[config.mk]
export PLATFORM = sky130hd
export DESIGN_NAME = soundrive_i2s
export DESIGN_NICKNAME = d
export VERILOG_FILES = /design/src/rtl/soundrive_i2s.sv
export SDC_FILE = /design/constraint.sdc
export NUM_CORES = 1
export LEC_CHECK = 0
export ABC_CLOCK_PERIOD_IN_PS = 5200
export CAP_MARGIN = 5
export CORE_MARGIN = 2
export CORE_UTILIZATION = 49
export CTS_CLUSTER_DIAMETER = 60
export DETAILED_ROUTE_END_ITERATION = 12
export PLACE_DENSITY = 0.8
export SYNTH_ARGS = -nofsm -noshare
export SYNTH_HDL_FRONTEND = slang
export SYNTH_SLANG_ARGS = --single-unit
[constraint.sdc]
create_clock -name clock -period 5.2 [get_ports clock]
set_clock_uncertainty 0.2 [all_clocks]
set_input_delay 1.04 -clock clock [delete_from_list [all_inputs] [get_ports clock]]
set_output_delay 1.04 -clock clock [all_outputs]
set_load 0.03 [all_outputs]
[src/rtl/soundrive_i2s.sv]
// soundrive_i2s: mixes the four Soundrive DAC latches into a 16-bit I2S stream with its own sck/lrck
module soundrive_i2s #(
    parameter int DIV = 4
) (
    input  logic       clock,
    input  logic       reset,
    input  logic       mute,
    input  logic [7:0] l1,
    input  logic [7:0] l2,
    input  logic [7:0] r1,
    input  logic [7:0] r2,
    output logic       sck,
    output logic       lrck,
    output logic       sdo,
    output logic       sample
);
    localparam logic [7:0] DIV_M1 = 8'(DIV - 1);
    logic [7:0]  div_q, div_d;
    logic        sck_q, sck_d;
    logic [5:0]  bitcnt_q, bitcnt_d;
    logic        lrck_q, lrck_d;
    logic        sample_q, sample_d;
    logic [31:0] shift_q, shift_d;
    logic [15:0] right_q, right_d;
    logic        wrap, fall, start, mid;
    logic [8:0]  suml, sumr;
    logic [15:0] left_s, right_s;
    // bit-clock divider: sck toggles on every divider wrap, falling edges drive the frame
    always_comb begin
        wrap  = div_q == DIV_M1;
        fall  = wrap && sck_q;
        div_d = wrap ? 8'd0 : div_q + 8'd1;
        sck_d = wrap ? ~sck_q : sck_q;
    end
    // slot position: bitcnt advances on falls, lrck follows its top bit
    always_comb begin
        bitcnt_d = fall ? bitcnt_q + 6'd1 : bitcnt_q;
        lrck_d   = fall ? bitcnt_d[5] : lrck_q;
        start    = fall && bitcnt_d == 6'd0;
        mid      = fall && bitcnt_d == 6'd32;
        sample_d = start;
    end
    // mixing: offset-binary sum becomes signed by inverting its top bit
    always_comb begin
        suml    = {1'b0, l1} + {1'b0, l2};
        sumr    = {1'b0, r1} + {1'b0, r2};
        left_s  = mute ? 16'h0000 : {~suml[8], suml[7:0], 7'b0};
        right_s = mute ? 16'h0000 : {~sumr[8], sumr[7:0], 7'b0};
    end
    // shifter: the leading zero slot bit gives the I2S one-bit delay
    always_comb begin
        right_d = start ? right_s : right_q;
        shift_d = start ? {1'b0, left_s, 15'b0}
                : mid   ? {1'b0, right_q, 15'b0}
                : fall  ? {shift_q[30:0], 1'b0}
                : shift_q;
    end
    // state registers with synchronous reset
    always_ff @(posedge clock) begin
        if (reset) begin
            div_q    <= 8'd0;
            sck_q    <= 1'b0;
            bitcnt_q <= 6'd63;
            lrck_q   <= 1'b1;
            sample_q <= 1'b0;
            shift_q  <= 32'd0;
            right_q  <= 16'd0;
        end else begin
            div_q    <= div_d;
            sck_q    <= sck_d;
            bitcnt_q <= bitcnt_d;
            lrck_q   <= lrck_d;
            sample_q <= sample_d;
            shift_q  <= shift_d;
            right_q  <= right_d;
        end
    end
    assign sck    = sck_q;
    assign lrck   = lrck_q;
    assign sdo    = shift_q[31];
    assign sample = sample_q;
endmodule

# Yosys cells after proc, flatten, opt, wreduce, memory -nomap -nowiden
# Index checks and enable logic that the tools add are counted.
# totals
in_bits,35
wordCells,30
register_bits,50
out_inout_bits,4
# classes
muxes,6
reduce_logical,7
eq_ne,2
addsub,4
bitwise,3
# op_table
op,n
2-to-1 mux 31 bit,3
2-to-1 mux 16 bit,2
adder 8 x 8 -> 9 bit,2
adder 8 x 1 -> 8 bit (second input constant),1
== test 8 x 2 -> 1 bit (second input constant),1
adder 6 x 1 -> 6 bit (second input constant),1
== test 6 bit (second input constant),1
logical NOT 6 bit,1
2-to-1 mux 6 bit,1
logical AND 1 bit,3
NOT 1 bit,3
nonzero test 3 bit,1
OR reduction 3 bit,1
OR reduction 2 bit,1

# Depth between registers and ports, before layout
# Gate-level depths: netlist (run 1).
# depth
word_depth,7
depth_mapped,8

# Least setup slack after synthesis (run 1)
# No wires, ideal clock.
# synth_timing
path_kind,input port to flip-flop
start,in l1[0]
end,reg shift_q[30]
setup_time_ns,0.070
n_path_buf,0
arrival_ns,2.535
path_slack_ns,2.395
cell_stages,8
path_cell_list,ha_1 inv_1 fa_1 nor2b_1 o21a_1 o311a_1 or4_1 a21oi_1
# synth_between
elab_chain_cells,4
# synth_rtl
item,line_no,rtl
"start, declared",8,"input logic [7:0] l1,"
adder 8 x 8 -> 9 bit,45,"suml = {1'b0, l1} + {1'b0, l2};"
NOT 1 bit,47,"left_s = mute ? 16'h0000 : {~suml[8], suml[7:0], 7'b0};"
2-to-1 mux 16 bit,47,
2-to-1 mux 31 bit,53,"shift_d = start ? {1'b0, left_s, 15'b0}"
"end signal, assigned",74,shift_q <= shift_d;
"end, declared",23,"logic [31:0] shift_q, shift_d;"
# No other way between the ends.
# A chain may end at the register's enable or synchronous reset.

# Final worst setup path (run 1)
# Ends and elaborated chain as after synthesis.

==> key figures, run 1 <==
Route
  • Residual DRC: 0
  • Routed via count: 2161
  • Post-DR vias/cell: 5.67
  • Number of routed nets with antenna violations: 0
  • DR WL/cell: about 13 microns
  • Final wirelength: 5120 microns
  • Starting DRT DRC Count: 172
  • DRT Pass-1 Iters: 4

Floorplanning
  • IO Count: 39
  • Core Region: 0.00479 sq mm
  • Die Width: approximately 75 microns
  • Core Rows: 25
  • Die footprint: 0.00561 sq mm
  • Die Y: 74.9 microns
  • Starting Density: roughly 51%

Critical path
  • WP data required: about 5.2 ns
  • CP Class: input port to flip-flop
  • Arr. time, crit path: 3.11 ns
  • Type of destination of the critical path: flip-flop
  • Reg2reg path depth: 6
  • Worst setup SP type: input port
  • Critical Path Fanout Max: 4

Yosys
  • Syn_nets: between 300 and 400
  • Post-synthesis register bit count: 36
  • Post-synthesis cell type with the largest combined area: dfxtp_1
  • Avg Synthesized Cell Area: around 9 sq um
  • Synth cell count leaders: dfxtp_1 (36), nor2_1 (22), ha_1 (18), a21oi_1 (14), xor2_1 (14)
  • Area share of fa/ha/maj cells after synthesis: 10.8%
  • Gate Count Post-Synth: 279
  • EDFF count, synth: 0
  • Multiplexer share of the synthesized area: 2.84%
  • Largest family of logic cells by synthesized area: simple AND/OR/NAND/NOR gates
  • Count leader, synth: dfxtp_1
  • Seq/Total Area, Yosys: between 20% and 30%
  • Top cell type's share of synthesized area: about 30%
  • Synthesized cell area: 0.00246 sq mm
  • YS warnings: 0
  • Compound-cell area share of the yosys netlist: 20.9%
  • Synth Area in XOR/XNOR: 7.41%
  • Dominant synthesized flop cell: dfxtp_1
  • Unique masters post-synth: 59
  • Simple-gate share of the synthesized area: around a quarter
  • Ys async rst share: 0%
  • Area contributors post-synth: dfxtp_1 (29%), ha_1 (9.1%), xor2_1 (5.0%)

Clock network
  • H-tree depth: 2
  • Worst-skew pair later-pin latency: 0.29 ns
  • Clock buffer depth: 2
  • Worst-path clk slew: 0.07 ns
  • CTS buffer count: 5
  • Post-CTS setup buffer count: 0
  • CTS tree: yes
  • Cts hold-fix bufs: 0
  • Post-cts resize count: 0
  • CTS root buffer: clkbuf_8
  • # clock sinks: 36

Min path
  • Hold Path Stages: 1
  • Hold Crit Class: flip-flop to flip-flop

Timing
  • Minimum clock period: 3.09 ns
  • Final worst-path cycle share: 59.5%
  • RSZ-0062 raised after global routing: false
  • Hold_ws: 0.264 ns
  • Total Negative Setup Slacks: 0 ns
  • Max frequency: roughly 320 MHz
  • Endpoints failing setup: 0
  • Max-slew headroom: 35.2%
  • Hold Vio Cnt, Final: 0
  • Max Slew Vio Count: 0
  • Slew @ Worst Pin: 0.969 ns

Final layout
  • Layout fillers: 431
  • Design area: 0.00296 sq mm
  • Final Non-Filler Cells: 381
  • ANT cells: 0
  • Layout area overhead: 20.2%
  • NumNets Final: 369
  • End-of-flow core utilization: 61.9%
  • Ratio of cells with drive above 1 in the final layout: 5.73%

Flow run
  • Max Cap Violations: 0

Global routing
  • Overflow after GRT: 0
  • Global-route wire length before repair: about 9000 microns
  • Largest net degree at the start of global routing: 23
  • Initial antenna violation count: 0
  • Total GRT Usage: between 20% and 30%
  • Vias in the first global route: 1999

Placed design
  • Post-Place Cell Area: 0.00288 sq mm
  • GPL Wtd Cong: 0.933
  • Number of port buffers: 38
  • Post-Place Cells: 374
  • Detail Placement HPWL: 3850 microns

Power
  • Maximum vdd ir drop: 100 uV
  • PD cells: 203 mW/mm^2
  • Pleak: between 1 and 1.5 nW

Status
  • Status: finished, final reports clean
## registers in the layout, indices dropped and copies added (netlist names)
| register | cells |
|---|---|
| shift_q | 10 |
| right_q | 9 |
| div_q | 8 |
| bitcnt_q | 6 |
| lrck | 1 |
| sample | 1 |
| sck | 1 |
## critical path: stages
cell             delay, ns
clkdlybuf4s50_1       0.41
ha_1                  0.24
inv_1                 0.07
fa_1                  0.17
nor2b_1               0.07
o21a_1                0.23
o311a_1               0.33
or4_1                 0.41
a21oi_1               0.14
## worst paths after layout
path              slack, ns     endpoint  startpoint
setup / recovery       2.11  shift_q[30]       l1[0]
hold / removal         0.26         lrck        lrck
setup reg to reg       2.41  shift_q[29]    div_q[0]
hold reg to reg        0.26         lrck        lrck
## layer usage
layer	part of all wire (%)	GRT usage, %	wire length, microns
met4	1.6	7.14	80
met3	3.7	3.21	188
met5	0	0	0
met2	47	31.7	2390
met1	48	28.9	2460
## power by group
part | internal, W | switching [W] | total, W
clock | 0.0000909 | 0.0000938 | 0.000185
combinational | 0.0000678 | 0.0000631 | 0.000131
sequential | 0.000280 | 0.00000494 | 0.000285
total | 0.000439 | 0.000162 | 0.000600
## cell usage in the layout, fill, tap and decap left out, drive strengths merged, types with 6 or more instances in the layout
| master | count |
|---|---|
| clkdlybuf4s50 | 38 |
| dfxtp | 36 |
| nor2 | 22 |
| ha | 18 |
| o21ai | 16 |
| a21oi | 14 |
| xor2 | 14 |
| inv | 13 |
| nand2 | 9 |
| nand3 | 8 |
| nand3b | 7 |
| nor2b | 7 |
| mux2i | 7 |
| nand2b | 7 |
| nand4 | 7 |
| nor3 | 7 |
| xnor2 | 6 |
| or3 | 6 |
| clkbuf | 6 |
## through the flow
stage / setup WS [ns] / total power, W
2_1_floorplan: 2.39 / 0.000375
3_3_place_gp: 1.90 / 0.000418
3_5_place_dp: 1.81 / 0.000421
4_1_cts: 2.11 / 0.000606
5_1_grt: 1.98 / 0.000633
6_report: 2.11 / 0.000600
## cell families after synthesis
group | Yosys count
AOI/OAI and AO/OA | 72
xor gates and xnor gates | 20
adders and majority gates | 20
buffers and inverters | 24
DFF | 36
muxes | 7
and+or+nand+nor | 100
## final cells by class
cell class                 instances  area (sq um)  area share [%]
sequential                        36           721            24.3
clock buffer                       6          72.6            2.45
inverter                          13          48.8            1.65
clock inverter                     1          5.00           0.169
timing repair buffer              39           388            13.1
multi-input combinational        219          1640            55.5
tap                               67          83.8            2.83
No activity file was read; power rests on OpenSTA's default activity.
==> run 2, diff against run 1 <==
ABC_CLOCK_PERIOD_IN_PS = 2800   (was 5200)
PLACE_DENSITY = 0.83   (was 0.8)
clock period = 2.8 ns   (was 5.2 ns; I/O delays follow)
==> run 2 against run 1 <==
Sequential share of layout area is 1.0 points lower. Wire length up 7.8%. Die area did not move. Highest routed layer unchanged. Critical path type unchanged. Sequential power grew 85%. Clock power up 110%. Flip-flop and latch count is the same.
==> key figures, run 2 (synthesis results as in run 1) <==
Power
  • Maximum vdd ir drop: 242 uV
  • Pleak: 1.16 nW
  • PD cells: between 300 and 400 mW/mm^2

Critical path
  • CP Class: input port to flip-flop
  • Arr. time, crit path: 2.54 ns
  • Worst R2R End: right_q[8]
  • Worst flop-to-flop path startpoint: bitcnt_q[0]
  • Worst setup SP type: input port
  • Critical Path Fanout Max: 2
  • Type of destination of the critical path: flip-flop
  • FF-to-FF setup slack: 0.33 ns
  • Reg2reg path depth: 6
  • WP data required: 2.82 ns

Final layout
  • Final Non-Filler Cells: 397
  • NumNets Final: 384
  • Layout area overhead: 25.4%
  • Most frequent cells in the layout: clkdlybuf4s50_1 (38), dfxtp_1 (36), nor2_1 (22)
  • Biggest register: shift_q
  • Ratio of cells with drive above 1 in the final layout: 10.3%
  • Commonest non-fill, non-tap cell in the layout: clkdlybuf4s50_1
  • ANT cells: 0
  • Max reg flops: 10
  • Layout fillers: approximately 400
  • Largest registers: shift_q (10), right_q (9), div_q (8)

Clock network
  • Cts hold-fix bufs: 0
  • Post-cts resize count: 0
  • Worst-skew pair later-pin latency: 0.28 ns
  • # clock sinks: 36
  • CTS buffer count: 5
  • CTS root buffer: clkbuf_8
  • H-tree depth: 2
  • Post-CTS setup buffer count: 0
  • Clock buffer depth: 2
  • Worst-path clk slew: 0.07 ns
  • CTS tree: yes

Floorplanning
  • Core Region: 0.00479 sq mm
  • Starting Density: 51.5%
  • Die footprint: 0.00561 sq mm
  • Core Rows: 25
  • IO Count: 39
  • Die Width: 74.9 microns
  • Die Y: 74.9 microns

Global routing
  • Total GRT Usage: between 20% and 30%
  • Global-route wire length before repair: about 9200 microns
  • Initial antenna violation count: 0
  • Largest net degree at the start of global routing: 23
  • Vias in the first global route: 2133
  • Overflow after GRT: 0

Timing
  • Minimum clock period: between 2 and 3 ns
  • Max Slew Vio Count: 0
  • RSZ-0062 raised after global routing: false
  • Max frequency: 396 MHz
  • Endpoints failing setup: 0
  • Hold_ws: 0.271 ns
  • Total Negative Setup Slacks: 0 ns
  • Hold Vio Cnt, Final: 0
  • Slew @ Worst Pin: around 0.45 ns
  • Final setup margin: 0.276 ns
  • Final worst-path cycle share: ~90%
  • Max-slew headroom: between 70% and 80%

Flow run
  • Max Cap Violations: 0

Route
  • Starting DRT DRC Count: ~160
  • Routed via count: 2266
  • Post-DR vias/cell: between 5 and 6
  • Residual DRC: 0
  • DR WL/cell: 13.9 microns
  • Final wirelength: roughly 5500 microns
  • DRT Pass-1 Iters: 4
  • Number of routed nets with antenna violations: 0

Min path
  • Worst hold endpoint: lrck
  • Hold Crit Class: flip-flop to flip-flop
  • Hold Path Stages: 1
  • Hold path startpoint: lrck

Placed design
  • Post-Place Cells: 389
  • Number of port buffers: 38
  • GPL Wtd Cong: 0.887
  • DP Worst Slack: -0.0201 ns
  • Detail Placement HPWL: 4150 microns

Status
  • Status: finished, final reports clean
-- run 2: changes by cell type in the layout (fill, tap and decap cells not counted) --
cell        delta
buf_4         +15
clkbuf_8       +1
clkinv_2       -1
clkinvlp_4     +1
-- run 2: routing by layer --
metal  global-route usage (%)  part of all wire, %  vias up
met5                        0                    0        -
met4                     7.34                  1.6        0
met3                     4.28                  5.4       10
met2                     33.2                   48       73
met1                     27.8                   45     1045
li1                         -                    -     1138
-- run 2: where the power goes --
part           internal, W  total, W  switching, W  leakage [nW]
Combinational     0.000139  0.000262      0.000123         0.823
Sequential        0.000519  0.000528    0.00000892         0.291
Clock             0.000200  0.000381      0.000181        0.0445
Total             0.000858   0.00117      0.000313          1.16
-- run 2: cell type report --
type,count,area (sq um),area share (%)
inverters,13,48.8,1.58
multi-input cells,219,1640,53.1
clock buffers,7,86.3,2.79
flip-flops and latches,36,721,23.3
well taps,67,83.8,2.71
repair buffers,54,500,16.2
clock inverters,1,7.51,0.243
-- run 2: how the worst max path moves through the flow --
stage	endpoint	depth (start not counted)	from	slack (ns)
detailed placement	shift_q[30]	9	l1[0]	-0.02
CTS	right_q[13]	9	r1[0]	0.26
floorplan	shift_q[30]	8	l1[0]	0.47
global route	shift_q[28]	10	l1[0]	0.09
global placement	shift_q[30]	9	l1[0]	0.03
finish	shift_q[27]	7	l1[1]	0.28
-- run 2: metrics by stage --
stage | util (%) | total power, W | area [sq um]
finish | 64.5 | 0.00117 | 3090
global route | 64.5 | 0.00124 | 3090
CTS | 64.5 | 0.00118 | 3090
detailed placement | 62.6 | 0.000799 | 3000
global placement | 62.6 | 0.000793 | 3000
floorplan | - | 0.000696 | 2460
-- run 2: worst max-delay path: stages --
cell and delay (ns):
clkdlybuf4s50_1 0.42, ha_1 0.31, a211oi_1 0.36, nor2_1 0.12
o31a_1 0.25, a2111o_1 0.40, a21oi_1 0.12
==> run 3, diff against run 2 <==
ABC_CLOCK_PERIOD_IN_PS = 2400   (was 2800)
PLACE_DENSITY = 0.8   (was 0.83)
clock period = 2.4 ns   (was 2.8 ns; I/O delays follow)
==> run 3 against run 2 <==
Register-to-register slack worse by 0.23 ns. Clock power rose by 39%. First-iteration DRC count grew 7.6%. Cell area increased by 12%. Die area stayed put. Combinational power increased by 44%. Final cell count rose by 7.8%.
==> key figures, run 3 (synthesis results as in run 1) <==
Floorplanning
  • IO Count: 39
  • Core Rows: 25
  • Die footprint: 0.00561 sq mm
  • Core Region: 0.00479 sq mm
  • Die Y: 74.9 microns
  • Die Width: 74.9 microns
  • Starting Density: around half

Power
  • Seq pwr share: between 40 and 50%
  • Net Switching: 0.000400 W
  • Cell-internal power: 0.00112 W
  • Clock share of power: 34.7%
  • Maximum vdd ir drop: 296 uV
  • PD cells: 441 mW/mm^2
  • Switch share: 26.2%
  • Pleak: 1.40 nW
  • Combinational power share: about a quarter

Final layout
  • Most frequent cells in the layout: buf_4 (46), dfxtp_1 (36), clkdlybuf4s50_1 (28)
  • Layout fillers: between 300 and 400
  • Commonest non-fill, non-tap cell in the layout: buf_4
  • Layout area overhead: 40.4%
  • Largest registers: shift_q (10), right_q (9), div_q (8)
  • Max reg flops: 10
  • NumNets Final: 415
  • Ratio of cells with drive above 1 in the final layout: 24.1%
  • Biggest register: shift_q
  • ANT cells: 0
  • Design area: 0.00346 sq mm

Global routing
  • Top Usage Layer GRT: met2
  • Global-route wire length before repair: approximately 9500 microns
  • Met3 Resource Use GR: under 10%
  • Total GRT Usage: 21.8%
  • Largest net degree at the start of global routing: 26
  • Met2 usage: a little over a third
  • Vias in the first global route: 2146
  • Overflow after GRT: 0
  • Met1 usage in global routing: 29.0%
  • Initial antenna violation count: 0

Timing
  • Endpoints failing setup: 0
  • Slew @ Worst Pin: 0.436 ns
  • RSZ-0062 raised after global routing: true
  • Max Slew Vio Count: 0
  • Hold Vio Cnt, Final: 0
  • Final setup margin: between 0.03 and 0.04 ns
  • Max frequency: around 420 MHz
  • Hold_ws: 0.264 ns
  • Final worst-path cycle share: 98.4%
  • Minimum clock period: 2.36 ns
  • Max-slew headroom: about 70%

Min path
  • Hold path startpoint: lrck
  • Hold Path Stages: 1
  • Worst hold endpoint: lrck
  • Hold Crit Class: flip-flop to flip-flop

Critical path
  • Reg2reg path depth: 6
  • Worst R2R End: right_q[8]
  • Critical Path Fanout Max: 3
  • Worst setup SP type: input port
  • Worst flop-to-flop path startpoint: bitcnt_q[1]
  • WP data required: 2.38 ns
  • CP Class: input port to flip-flop
  • Arr. time, crit path: 2.34 ns
  • Type of destination of the critical path: flip-flop
  • FF-to-FF setup slack: 0.10 ns

Placed design
  • DP Worst Slack: -0.349 ns
  • Post-Place Cell Area: 0.00316 sq mm
  • Detail Placement HPWL: around 4400 microns
  • Number of port buffers: 38
  • GPL Wtd Cong: 0.918

Clock network
  • H-tree depth: 2
  • # clock sinks: 36
  • Worst-path clk slew: 0.07 ns
  • Worst-skew pair later-pin latency: 0.29 ns
  • Cts hold-fix bufs: 0
  • Clock buffer depth: 2
  • CTS tree: yes
  • CTS buffer count: 5
  • CTS root buffer: clkbuf_8

Route
  • Post-DR vias/cell: between 5 and 6
  • Starting DRT DRC Count: 169
  • Residual DRC: 0
  • Final wirelength: 6100 microns
  • Routed via count: 2406
  • DR WL/cell: 14.2 microns
  • DRT Pass-1 Iters: 4
  • Number of routed nets with antenna violations: 0

Flow run
  • Max Cap Violations: 0

Status
  • Status: finished, final reports clean
run 3: cell count changes in the layout (fill, tap and decap cells not counted), moves of 5 or more:
| cell | delta |
|---|---|
| dlymetal6s2s_1 | +6 |
| ha_2 | +5 |
| buf_4 | +30 |
| ha_1 | -6 |
| clkdlybuf4s50_1 | -10 |
run 3: routing by layer:
metal / up-vias / share of wire, %
met5: - / 0
met4: 0 / 1.2
met3: 6 / 4.4
met2: 59 / 50
met1: 1147 / 44
li1: 1194 / -
run 3: through the flow:
stage	TNS [ns]	total power, W	utilization (%)	cells
final	0	0.00152	72.3	428
after global routing	-0.0760	0.00159	72.3	428
after CTS	-0.000526	0.00151	70.0	424
after detailed placement	-2.51	0.000963	66.0	409
after global placement	-2.08	0.000956	66.0	409
after floorplan	0	0.000812	-	279
run 3: repair_timing:
item / CTS / global route
pin swaps: 12 / 10
gates resized for setup: 16 / 21
setup buffers: 7 / 4
setup endpoints to repair: 3 / 13
run 3: critical path, stage by stage:
cell,delay [ns]
clkdlybuf4s50_1,0.40
ha_1,0.33
o21a_1,0.18
o31a_1,0.14
o31ai_2,0.20
a21bo_2,0.26
o41ai_2,0.34
run 3: power groups by stage:
stage / Combinational [W] / Clock [W] / Sequential (W)
final: 0.000378 / 0.000530 / 0.000617
after global routing: 0.000412 / 0.000562 / 0.000618
after CTS: 0.000352 / 0.000541 / 0.000616
after detailed placement: 0.000332 / 0 / 0.000630
after global placement: 0.000327 / 0 / 0.000630
after floorplan: 0.000181 / 0 / 0.000631
run 3: how the worst max path moves through the flow:
stage | from | end | slack, ns | cells after the start
finish | r1[3] | right_q[13] | 0.04 | 7
global route | r1[3] | right_q[13] | -0.07 | 7
CTS | l2[2] | shift_q[30] | -0.0005 | 7
detailed placement | l1[0] | shift_q[30] | -0.35 | 9
global placement | l1[0] | shift_q[30] | -0.30 | 9
floorplan | bitcnt_q[0] | right_q[8] | 0.15 | 6
run 3: layout make-up:
class	count	area (sq um)	area share, %
sequential	36	721	20.8
tap	67	83.8	2.42
timing repair buffer	85	756	21.9
clock buffer	5	68.8	1.99
multi-input combinational	219	1740	50.3
clock inverter	3	42.5	1.23
inverter	13	48.8	1.41
